## config.mk

```make
export PLATFORM = sky130hd
export DESIGN_NAME = dm_sba_engine
export DESIGN_NICKNAME = d
export VERILOG_FILES = /design/src/rtl/dm_sba_engine.sv
export SDC_FILE = /design/constraint.sdc
export NUM_CORES = 1
export LEC_CHECK = 0
export BUFFER_PORTS_ARGS = -buffer_cell sky130_fd_sc_hd__clkbuf_2
export CAP_MARGIN = 40
export CORE_ASPECT_RATIO = 1.75
export CORE_MARGIN = 10
export CORE_UTILIZATION = 61
export CTS_CLUSTER_SIZE = 10
export DETAILED_ROUTE_END_ITERATION = 16
export PLACE_DENSITY_LB_ADDON = 0.12
export SLEW_MARGIN = 20
export SYNTH_ARGS = -nofsm -noshare
export SYNTH_HDL_FRONTEND = slang
export SYNTH_SLANG_ARGS = --single-unit
```

## constraint.sdc

```tcl
create_clock -name clk -period 6.8 [get_ports clk]
set_input_delay 0 -clock clk [delete_from_list [all_inputs] [get_ports clk]]
set_output_delay 0 -clock clk [all_outputs]
set_load 0.02 [all_outputs]
```

## src/rtl/dm_sba_engine.sv

```systemverilog
// Debug-module System Bus Access engine: sbcs / sbaddress0 / sbdata0 behind the DMI port, single-outstanding bus master.
// Latency: trigger in cycle N -> bus_req_valid from N+1; sbdata0/sbaddress0 updated the cycle after the response (or timeout).
// Backpressure: request held stable until bus_req_ready; DMI accesses to sbaddress0/sbdata0 while busy set sbbusyerror instead.
//
// Ports:
//   clk, rst_n                      clock, asynchronous active-low reset
//   dmi_addr/wr/rd/wdata, dmi_rdata DM register port (0x38 sbcs, 0x39 sbaddress0, 0x3C sbdata0); rdata is combinational
//   bus_req_*                       request channel (valid/ready), byte address, lane-replicated wdata, byte strobes
//   bus_rsp_*                       response channel (valid only; at least one cycle after the request handshake)
module dm_sba_engine #(
  parameter int unsigned ADDR_W    = 32,
  parameter logic [2:0]  SIZE_MASK = 3'b111,
  parameter int unsigned TIMEOUT   = 256
) (
  input  logic              clk,
  input  logic              rst_n,
  input  logic [6:0]        dmi_addr,
  input  logic              dmi_wr,
  input  logic              dmi_rd,
  input  logic [31:0]       dmi_wdata,
  output logic [31:0]       dmi_rdata,
  output logic              bus_req_valid,
  input  logic              bus_req_ready,
  output logic              bus_req_we,
  output logic [ADDR_W-1:0] bus_req_addr,
  output logic [31:0]       bus_req_wdata,
  output logic [3:0]        bus_req_strb,
  input  logic              bus_rsp_valid,
  input  logic [31:0]       bus_rsp_rdata,
  input  logic              bus_rsp_err
);

  localparam logic [6:0] A_SBCS   = 7'h38;
  localparam logic [6:0] A_SBADDR = 7'h39;
  localparam logic [6:0] A_SBDATA = 7'h3C;

  localparam logic [1:0] S_IDLE = 2'd0;
  localparam logic [1:0] S_REQ  = 2'd1;
  localparam logic [1:0] S_WAIT = 2'd2;

  localparam int unsigned      CNT_W    = (TIMEOUT > 2) ? $clog2(TIMEOUT) : 1;
  localparam logic [CNT_W-1:0] CNT_LAST = (TIMEOUT > 0) ? CNT_W'(TIMEOUT - 1) : '0;
  // Widened so an sbaccess code of 3 indexes a defined (unsupported) bit.
  localparam logic [3:0]       MASK4    = {1'b0, SIZE_MASK};

  logic [1:0]        state_q, state_d;
  logic              busyerr_q, busyerr_d;
  logic              rdonaddr_q, rdonaddr_d;
  logic [2:0]        access_q, access_d;
  logic              autoinc_q, autoinc_d;
  logic              rdondata_q, rdondata_d;
  logic [2:0]        sberror_q, sberror_d;
  logic [ADDR_W-1:0] addr_q, addr_d;
  logic [31:0]       data_q, data_d;
  logic              req_we_q, req_we_d;
  logic [ADDR_W-1:0] req_addr_q, req_addr_d;
  logic [31:0]       req_wdata_q, req_wdata_d;
  logic [3:0]        req_strb_q, req_strb_d;
  logic [1:0]        req_size_q, req_size_d;
  logic [CNT_W-1:0]  cnt_q, cnt_d;

  logic              busy, wr_sbcs, wr_addr, wr_data, rd_data, violation, trigger;
  logic              size_bad, misaligned;
  logic [ADDR_W-1:0] chk_addr, inc;
  logic [31:0]       wr_val, lane_wdata, rd_shift, rd_val;
  logic [3:0]        lane_strb;

  assign busy      = (state_q != S_IDLE);
  assign wr_sbcs   = dmi_wr && (dmi_addr == A_SBCS);
  assign wr_addr   = dmi_wr && (dmi_addr == A_SBADDR);
  assign wr_data   = dmi_wr && (dmi_addr == A_SBDATA);
  assign rd_data   = dmi_rd && (dmi_addr == A_SBDATA);
  assign violation = busy && (wr_addr || wr_data || rd_data);
  assign trigger   = !busy && !busyerr_q && (sberror_q == 3'd0) &&
                     ((wr_addr && rdonaddr_q) || wr_data || (rd_data && rdondata_q));

  // The access uses the value being written this cycle, not the stale register.
  assign chk_addr  = wr_addr ? dmi_wdata[ADDR_W-1:0] : addr_q;
  assign wr_val    = wr_data ? dmi_wdata : data_q;
  assign size_bad  = (access_q > 3'd2) || !MASK4[access_q[1:0]];
  assign inc       = ADDR_W'(1) << req_size_q;
  assign rd_shift  = bus_rsp_rdata >> {req_addr_q[1:0], 3'b000};

  always_comb begin
    case (access_q[1:0])
      2'd0: begin
        lane_strb  = 4'b0001 << chk_addr[1:0];
        lane_wdata = {4{wr_val[7:0]}};
        misaligned = 1'b0;
      end
      2'd1: begin
        lane_strb  = 4'b0011 << chk_addr[1:0];
        lane_wdata = {2{wr_val[15:0]}};
        misaligned = chk_addr[0];
      end
      default: begin
        lane_strb  = 4'b1111;
        lane_wdata = wr_val;
        misaligned = |chk_addr[1:0];
      end
    endcase
  end

  always_comb begin
    case (req_size_q)
      2'd0:    rd_val = {24'd0, rd_shift[7:0]};
      2'd1:    rd_val = {16'd0, rd_shift[15:0]};
      default: rd_val = rd_shift;
    endcase
  end

  always_comb begin
    state_d     = state_q;
    busyerr_d   = busyerr_q;
    rdonaddr_d  = rdonaddr_q;
    access_d    = access_q;
    autoinc_d   = autoinc_q;
    rdondata_d  = rdondata_q;
    sberror_d   = sberror_q;
    addr_d      = addr_q;
    data_d      = data_q;
    req_we_d    = req_we_q;
    req_addr_d  = req_addr_q;
    req_wdata_d = req_wdata_q;
    req_strb_d  = req_strb_q;
    req_size_d  = req_size_q;
    cnt_d       = cnt_q;

    if (wr_sbcs) begin
      busyerr_d  = busyerr_q & ~dmi_wdata[22];
      rdonaddr_d = dmi_wdata[20];
      access_d   = dmi_wdata[19:17];
      autoinc_d  = dmi_wdata[16];
      rdondata_d = dmi_wdata[15];
      sberror_d  = sberror_q & ~dmi_wdata[14:12];
    end

    if (violation) begin
      busyerr_d = 1'b1;
    end else begin
      if (wr_addr) addr_d = dmi_wdata[ADDR_W-1:0];
      if (wr_data) data_d = dmi_wdata;
    end

    if (trigger) begin
      if (size_bad) begin
        sberror_d = 3'd4;
      end else if (misaligned) begin
        sberror_d = 3'd3;
      end else begin
        state_d     = S_REQ;
        req_we_d    = wr_data;
        req_addr_d  = chk_addr;
        req_wdata_d = lane_wdata;
        req_strb_d  = lane_strb;
        req_size_d  = access_q[1:0];
      end
    end

    // Completion events below are assigned last so they win over a same-cycle W1C.
    case (state_q)
      S_REQ: begin
        if (bus_req_ready) begin
          state_d = S_WAIT;
          cnt_d   = '0;
        end
      end
      S_WAIT: begin
        if (bus_rsp_valid) begin
          state_d = S_IDLE;
          if (bus_rsp_err) begin
            sberror_d = 3'd2;
          end else begin
            if (!req_we_q) data_d = rd_val;
            if (autoinc_q) addr_d = addr_q + inc;
          end
        end else if ((TIMEOUT != 0) && (cnt_q == CNT_LAST)) begin
          state_d   = S_IDLE;
          sberror_d = 3'd1;
        end else begin
          cnt_d = cnt_q + 1'b1;
        end
      end
      default: ;
    endcase
  end

  always_ff @(posedge clk or negedge rst_n) begin
    if (!rst_n) begin
      state_q     <= S_IDLE;
      busyerr_q   <= 1'b0;
      rdonaddr_q  <= 1'b0;
      access_q    <= 3'd2;
      autoinc_q   <= 1'b0;
      rdondata_q  <= 1'b0;
      sberror_q   <= 3'd0;
      addr_q      <= '0;
      data_q      <= '0;
      req_we_q    <= 1'b0;
      req_addr_q  <= '0;
      req_wdata_q <= '0;
      req_strb_q  <= '0;
      req_size_q  <= '0;
      cnt_q       <= '0;
    end else begin
      state_q     <= state_d;
      busyerr_q   <= busyerr_d;
      rdonaddr_q  <= rdonaddr_d;
      access_q    <= access_d;
      autoinc_q   <= autoinc_d;
      rdondata_q  <= rdondata_d;
      sberror_q   <= sberror_d;
      addr_q      <= addr_d;
      data_q      <= data_d;
      req_we_q    <= req_we_d;
      req_addr_q  <= req_addr_d;
      req_wdata_q <= req_wdata_d;
      req_strb_q  <= req_strb_d;
      req_size_q  <= req_size_d;
      cnt_q       <= cnt_d;
    end
  end

  assign bus_req_valid = (state_q == S_REQ);
  assign bus_req_we    = req_we_q;
  assign bus_req_addr  = req_addr_q;
  assign bus_req_wdata = req_wdata_q;
  assign bus_req_strb  = req_strb_q;

  always_comb begin
    dmi_rdata = 32'd0;
    case (dmi_addr)
      A_SBCS:   dmi_rdata = {3'd1, 6'd0, busyerr_q, busy, rdonaddr_q, access_q, autoinc_q,
                             rdondata_q, sberror_q, 7'(ADDR_W), 2'b00, SIZE_MASK};
      A_SBADDR: dmi_rdata = 32'(addr_q);
      A_SBDATA: dmi_rdata = data_q;
      default:  dmi_rdata = 32'd0;
    endcase
  end

endmodule

```

== Word-level counts from Yosys, hierarchy flattened ==
Index checks and enable logic that the tools add are counted.
Word-level totals
  bits in registers: 155
  bits of input ports: 78
  output and inout port bits: 102
  word-level logic and storage cells: 107
Cells by class
  add/sub/neg operators: 2
  $lt $le $gt $ge: 2
  equality and inequality tests: 11
  shift-type cells: 4
  multiplexer cells: 40
  bitwise gates (word level): 6
  reduce and logical (&&, ||, !) cells: 27
Operators by type and width (count)
  32-bit two-way mux: 12
  32-bit one-hot mux with 2 select lines: 2
  32-bit one-hot mux with 3 select lines: 1
  32-bit adder: 1
  1-bit by 2-bit left shift with 32-bit output, first input constant: 1
  32-bit by 5-bit >> shifter with 32-bit output: 1
  3-bit two-way mux: 8
  8-bit two-way mux: 3
  7-bit by 6-bit == test with 1-bit output, second input constant: 3
  8-bit one-hot mux with 2 select lines: 1
  2-bit two-way mux: 6
  1-bit logical AND: 10
  8-bit by 1-bit adder with 8-bit output, second input constant: 1
  8-bit == test, second input constant: 1
  4-bit one-hot mux with 2 select lines: 1
  2-bit by 1-bit == test with 1-bit output, second input constant: 3
  2-bit nonzero test: 3
  1-bit logical OR: 5
  2-bit zero test: 2
  2-bit != test, second input constant: 2
  2-bit one-hot mux with 2 select lines: 1
  4-bit AND reduction: 1
  1-bit by 2-bit left shift with 4-bit output, first input constant: 1
  2-bit by 2-bit left shift with 4-bit output, first input constant: 1
  other kinds (15): 21

== Logic depth before layout (Yosys ltp) ==
  depth after elaboration: 11
  mapped depth: 11
  mapped depth without buffers: 9

== Worst setup path before layout ==
No wires, ideal clock.
  kind: register to register
  start point: register req_size_q[1]
  end point: register addr_q[22]
  setup time: 0.123 ns
  data arrival time: 2.275 ns
  required time: 6.677 ns
  slack: 4.403 ns
  cell stages (with the launch flop): 10
  buffers on the path: 1
  period minus slack after synthesis: 2.397 ns
  cells stage by stage: dfrtp_1 > clkbuf_1 > nor2b_1 > xnor2_1 > ha_1 > nor3_1 > a211oi_1 > and3_1 > o21a_1 > o221a_2
On the way
  cells in the longest elaborated chain, start to end: 6
RTL lines
  start, declared: line 59  | logic [1:0] req_size_q, req_size_d;
  start signal, assigned: line 219  | req_size_q <= req_size_d;
  1-bit by 2-bit left shift with 32-bit output: line 81  | assign inc = ADDR_W'(1) << req_size_q;
  32-bit adder: line 175  | if (autoinc_q) addr_d = addr_q + inc;
  32-bit two-way mux: line 175
  32-bit two-way mux: line 171  | if (bus_rsp_err) begin
  32-bit two-way mux: line 169  | if (bus_rsp_valid) begin
  32-bit two-way mux: line 161  | case (state_q)
  via addr_d[22]: line 53  | logic [ADDR_W-1:0] addr_q, addr_d;
  end signal, assigned: line 213  | addr_q <= addr_d;
  end, declared: line 53
The timed path passes the listed nets, and every way through them passes these cells.
A chain may end at the register's enable or synchronous reset.

== Worst setup path in the final report ==
  start point: register state_q[0]
  end point: register data_q[26]
On the way
  cells in the longest elaborated chain, start to end: 7
  elaborated cells on any way between the ends: 8
  those cells by class: eq/ne (1); mux (5); reduce/logical (2)
RTL lines
  start, declared: line 46  | logic [1:0] state_q, state_d;
  start signal, assigned: line 206  | state_q <= state_d;
  2-bit nonzero test: line 68  | assign busy = (state_q != S_IDLE);
  1-bit logical AND: line 73  | assign violation = busy && (wr_addr || wr_data || rd_data);
  32-bit two-way mux: line 138  | if (violation) begin
  32-bit two-way mux: line 174  | if (!req_we_q) data_d = rd_val;
  32-bit two-way mux: line 171
  32-bit two-way mux: line 169
  32-bit two-way mux *: line 161
  via data_d[26]: line 54  | logic [31:0] data_q, data_d;
  end signal, assigned: line 214  | data_q <= data_d;
  end, declared: line 54
Mark *: on every way through the listed nets, which the timed path passes. The rest lies on a longest branch.

==> impl_metrics.json <==
{
  "outcome": "completed",
  "grt_setup_unrepaired": "false",
  "p_switching_mw": 1.05,
  "p_int_mw": 1.88,
  "cpPeakStageDelay_ps": 570,
  "synth_mux_area_share_pct": 17.4,
  "cp_top_family": "simple AND/OR/NAND/NOR gates",
  "vias": 9254,
  "path_clk_slew_ps": 70,
  "pwr-share-comb_pct": 24.7,
  "synthAdderAreaFrac_pct": 1.18,
  "cts_num_sinks": 155,
  "cp.required_ps": 7170,
  "worstSetupStartpointType": "flip-flop",
  "die_w_um": 114,
  "hold_class": "in -> reg",
  "grt_pass1_wl_um": 52800,
  "postLayoutCoreUtil_pct": 77.3,
  "wl_per_cell_um": 23.6,
  "layout_min_cycle_time_ps": 3310,
  "instances_no_fill": 1440,
  "start_util_pct": 62.5,
  "relSlewSlack_pct": 44.1,
  "antenna_cells": 0,
  "maxCapViolCount": 0,
  "routed_wl_um": 33900,
  "post_synth.cell_area_avg_sq_um": 9.00,
  "cts-htree-levels": 4,
  "synth-simple-area-share_pct": 17.4,
  "met3_usage_pct": 6.76,
  "worstMarginPinSlew_ps": 833,
  "syn_inst": 1040,
  "crit_buf_inv": 3,
  "synth_cell_types": 67,
  "synth-seq-area-share_pct": 41.5,
  "die_h_um": 184,
  "ys_seq_elements": 155,
  "vias_per_cell": 6.43,
  "dp_cells": 1346,
  "port-buffer-count": 179,
  "cp_cell_sequence": "inv_1 > ha_1 > nand2_1 > nor3_2 > buf_4 > nand3b_1 > nor2_1 > nand2_1 > o21ai_0 > dlygate4sd3_1",
  "p_clk_share_pct": 33.3,
  "power_frac_seq_pct": 42.1,
  "fin_crit_sh_pct": 48.6,
  "regToRegSetupSlack_ps": 3490,
  "fin_tns_setup_ps": 0,
  "synth_top_family_by_area": "compound AO/OA/AOI/OAI gates",
  "whs_ps": 8.47,
  "drc": 0,
  "drive_above_1_share_pct": 22.8,
  "gr-usage-met1_pct": 36.8,
  "grt_pass1_vias": 9437,
  "grt_busiest_layer": "met2",
  "dp_hpwl_um": 24900,
  "fin_skew_ps": 12.1,
  "endpoint_kind": "flip-flop",
  "peakVddDrop_mv": 0.179,
  "layout.nets": 1330,
  "overflow": 0,
  "powerDensity_mw_per_mm2": 253,
  "ys.flop_type": "dfrtp_1",
  "cts_root_buffer": "clkbuf_16",
  "worstPathArrival_ps": 3680,
  "crit_fanout": 42,
  "ant_nets": 0,
  "synth_compound_area_share_pct": 17.8,
  "timing.fmax_mhz": 302,
  "antenna_found_initial": 0,
  "async_reset_ff_share_pct": 100,
  "rows": 59,
  "p_leak_nw": 5.47,
  "gr-usage-met2_pct": 53.7,
  "yosysWarnings": 0,
  "syn_nets": 1126,
  "tritoncts": "done",
  "hold_viol": 0,
  "coreArea_sq_mm": 0.0150,
  "dr.pass1.iters": 9,
  "cpMaxStageDelayCell": "dlygate4sd3_1",
  "synth-edff-count": 0,
  "ios": 180,
  "gr-usage-all-layers_pct": 32.1,
  "numCtsBuffers": 17,
  "synth_xor_area_share_pct": 0.655,
  "clock_latency_ps": 430,
  "die_area_sq_mm": 0.0209,
  "cts_setup_buffers": 0,
  "crit_top_cell": "nand2_1",
  "area_growth_pct": 23.7,
  "switching_share_pct": 35.8,
  "setup_viol": 0,
  "syn-cell-area_sq_mm": 0.00936,
  "maxSlewViolCount": 0,
  "first_iter_violations": 783,
  "grt_start_max_net_pins": 69,
  "cts_max_path_buffers": 2,
  "place_congestion": 1.01,
  "worstSetupPathType": "reg -> reg"
}
==> path summary, 6_finish.rpt <==
path,start,end,cells after the start
max in group asynchronous,rst_n,bus_req_wdata[16],4
max reg2reg,state_q[0],data_q[26],10
min in group asynchronous,rst_n,bus_req_addr[26],2
min reg2reg,bus_req_addr[19],bus_req_addr[19],2
min,dmi_wr,rdondata_q,5
max,state_q[0],data_q[26],10
==> synth_stat cells, drive strengths merged (3+ instances only) <==
master / count / area (sq um)
a211o: 3 / 26.3
a211oi: 11 / 87.6
a21o: 4 / 30.0
a21oi: 54 / 274
a221oi: 7 / 61.3
a22o: 16 / 140
a311oi: 4 / 35.0
a31oi: 4 / 25.0
and3: 8 / 50.1
and4: 4 / 35.0
buf: 22 / 138
clkbuf: 48 / 180
dfrtp: 154 / 3850
ha: 8 / 100
inv: 16 / 60.1
mux2: 38 / 469
mux2i: 116 / 1160
nand2: 165 / 619
nand2b: 3 / 18.8
nand3: 22 / 110
nand4: 8 / 50.1
nand4b: 4 / 35.0
nor2: 93 / 352
nor2b: 9 / 56.3
nor3: 22 / 115
nor3b: 3 / 22.5
nor4: 3 / 18.8
o211ai: 12 / 90.1
o21a: 4 / 30.0
o21ai: 103 / 515
o22ai: 22 / 138
or2: 5 / 31.3
or3: 6 / 37.5
xnor2: 4 / 35.0
xor2: 3 / 26.3
==> power by group through the flow <==
stage | logic [mW] | registers [mW] | clock network [mW]
after floorplan | 0.424 | 1.18 | 0
after global placement | 0.640 | 1.23 | 0
after detailed placement | 0.661 | 1.24 | 0
after CTS | 0.704 | 1.22 | 0.973
after global routing | 0.784 | 1.24 | 1.01
final | 0.722 | 1.23 | 0.974
==> final cells by class <==
cell class                 count  area (sq um)
inverter                      16          60.1
clock buffer                  18           439
tap                          183           229
sequential                   155          3880
timing repair buffer         255          1690
clock inverter                14           146
fill                        1094          3410
multi-input combinational    799          5130
==> worst register-to-register path: cells and delay by family, from the launching register on <==
kind	cells	cell delay [ps]
compound gates	1	120
buf+inv	3	1100
fa+ha+maj	1	270
flops	1	390
simple gates	5	1370
==> logic make-up after synthesis <==
group | after synthesis
compound gates | 265
mux | 154
xor+xnor | 7
buf+inv | 86
simple gates | 364
fa+ha+maj | 9
flops | 155
==> state kept, by name (all words and copies together), names as in the netlist <==
name / cells
access_q: 3
addr_q: 32
autoinc_q: 1
bus_req_addr: 32
bus_req_strb: 4
bus_req_wdata: 32
bus_req_we: 1
busyerr_q: 1
cnt_q: 8
data_q: 32
rdonaddr_q: 1
rdondata_q: 1
req_size_q: 2
sberror_q: 3
state_q: 2
==> placed cells by master, fill, tap and decap left out, types with 8 or more instances in the layout <==
cell type	n
clkbuf_2	178
nand2_1	165
o22ai_1	22
mux2_4	11
mux2_2	27
mux2i_1	116
o211ai_1	12
a211oi_1	10
o21ai_1	21
ha_1	8
dlygate4sd3_1	60
nor2b_1	8
a22o_1	16
nand3_1	22
inv_1	16
o21ai_0	82
nand4_1	8
nor2_1	91
nor3_1	20
clkbuf_16	17
a21oi_1	53
dfrtp_1	154
and3_1	8
buf_4	11
==> metrics by stage <==
stage | power, mW | area, sq um | worst slack [ps]
2_1_floorplan | 1.61 | 9360 | 4400
3_3_place_gp | 1.87 | 10300 | 3230
3_5_place_dp | 1.90 | 10400 | 3610
4_1_cts | 2.90 | 11500 | 3600
5_1_grt | 3.04 | 11600 | 3330
6_report | 2.93 | 11600 | 3490
==> what timing repair did <==
action | 4_1_cts | 5_1_grt
resized for setup | 0 | 0
setup endpoints to repair | 0 | 0
endpoints found under the hold margin | 172 | 0
hold buffers | 60 | 0
==> per-layer routing <==
metal	vias to the layer above	share of wire, %
met3	139	9.3
met1	4423	35
met2	537	50
met5	-	0
met4	0	5.9
li1	4155	-
(Power assumes the default switching activity.)
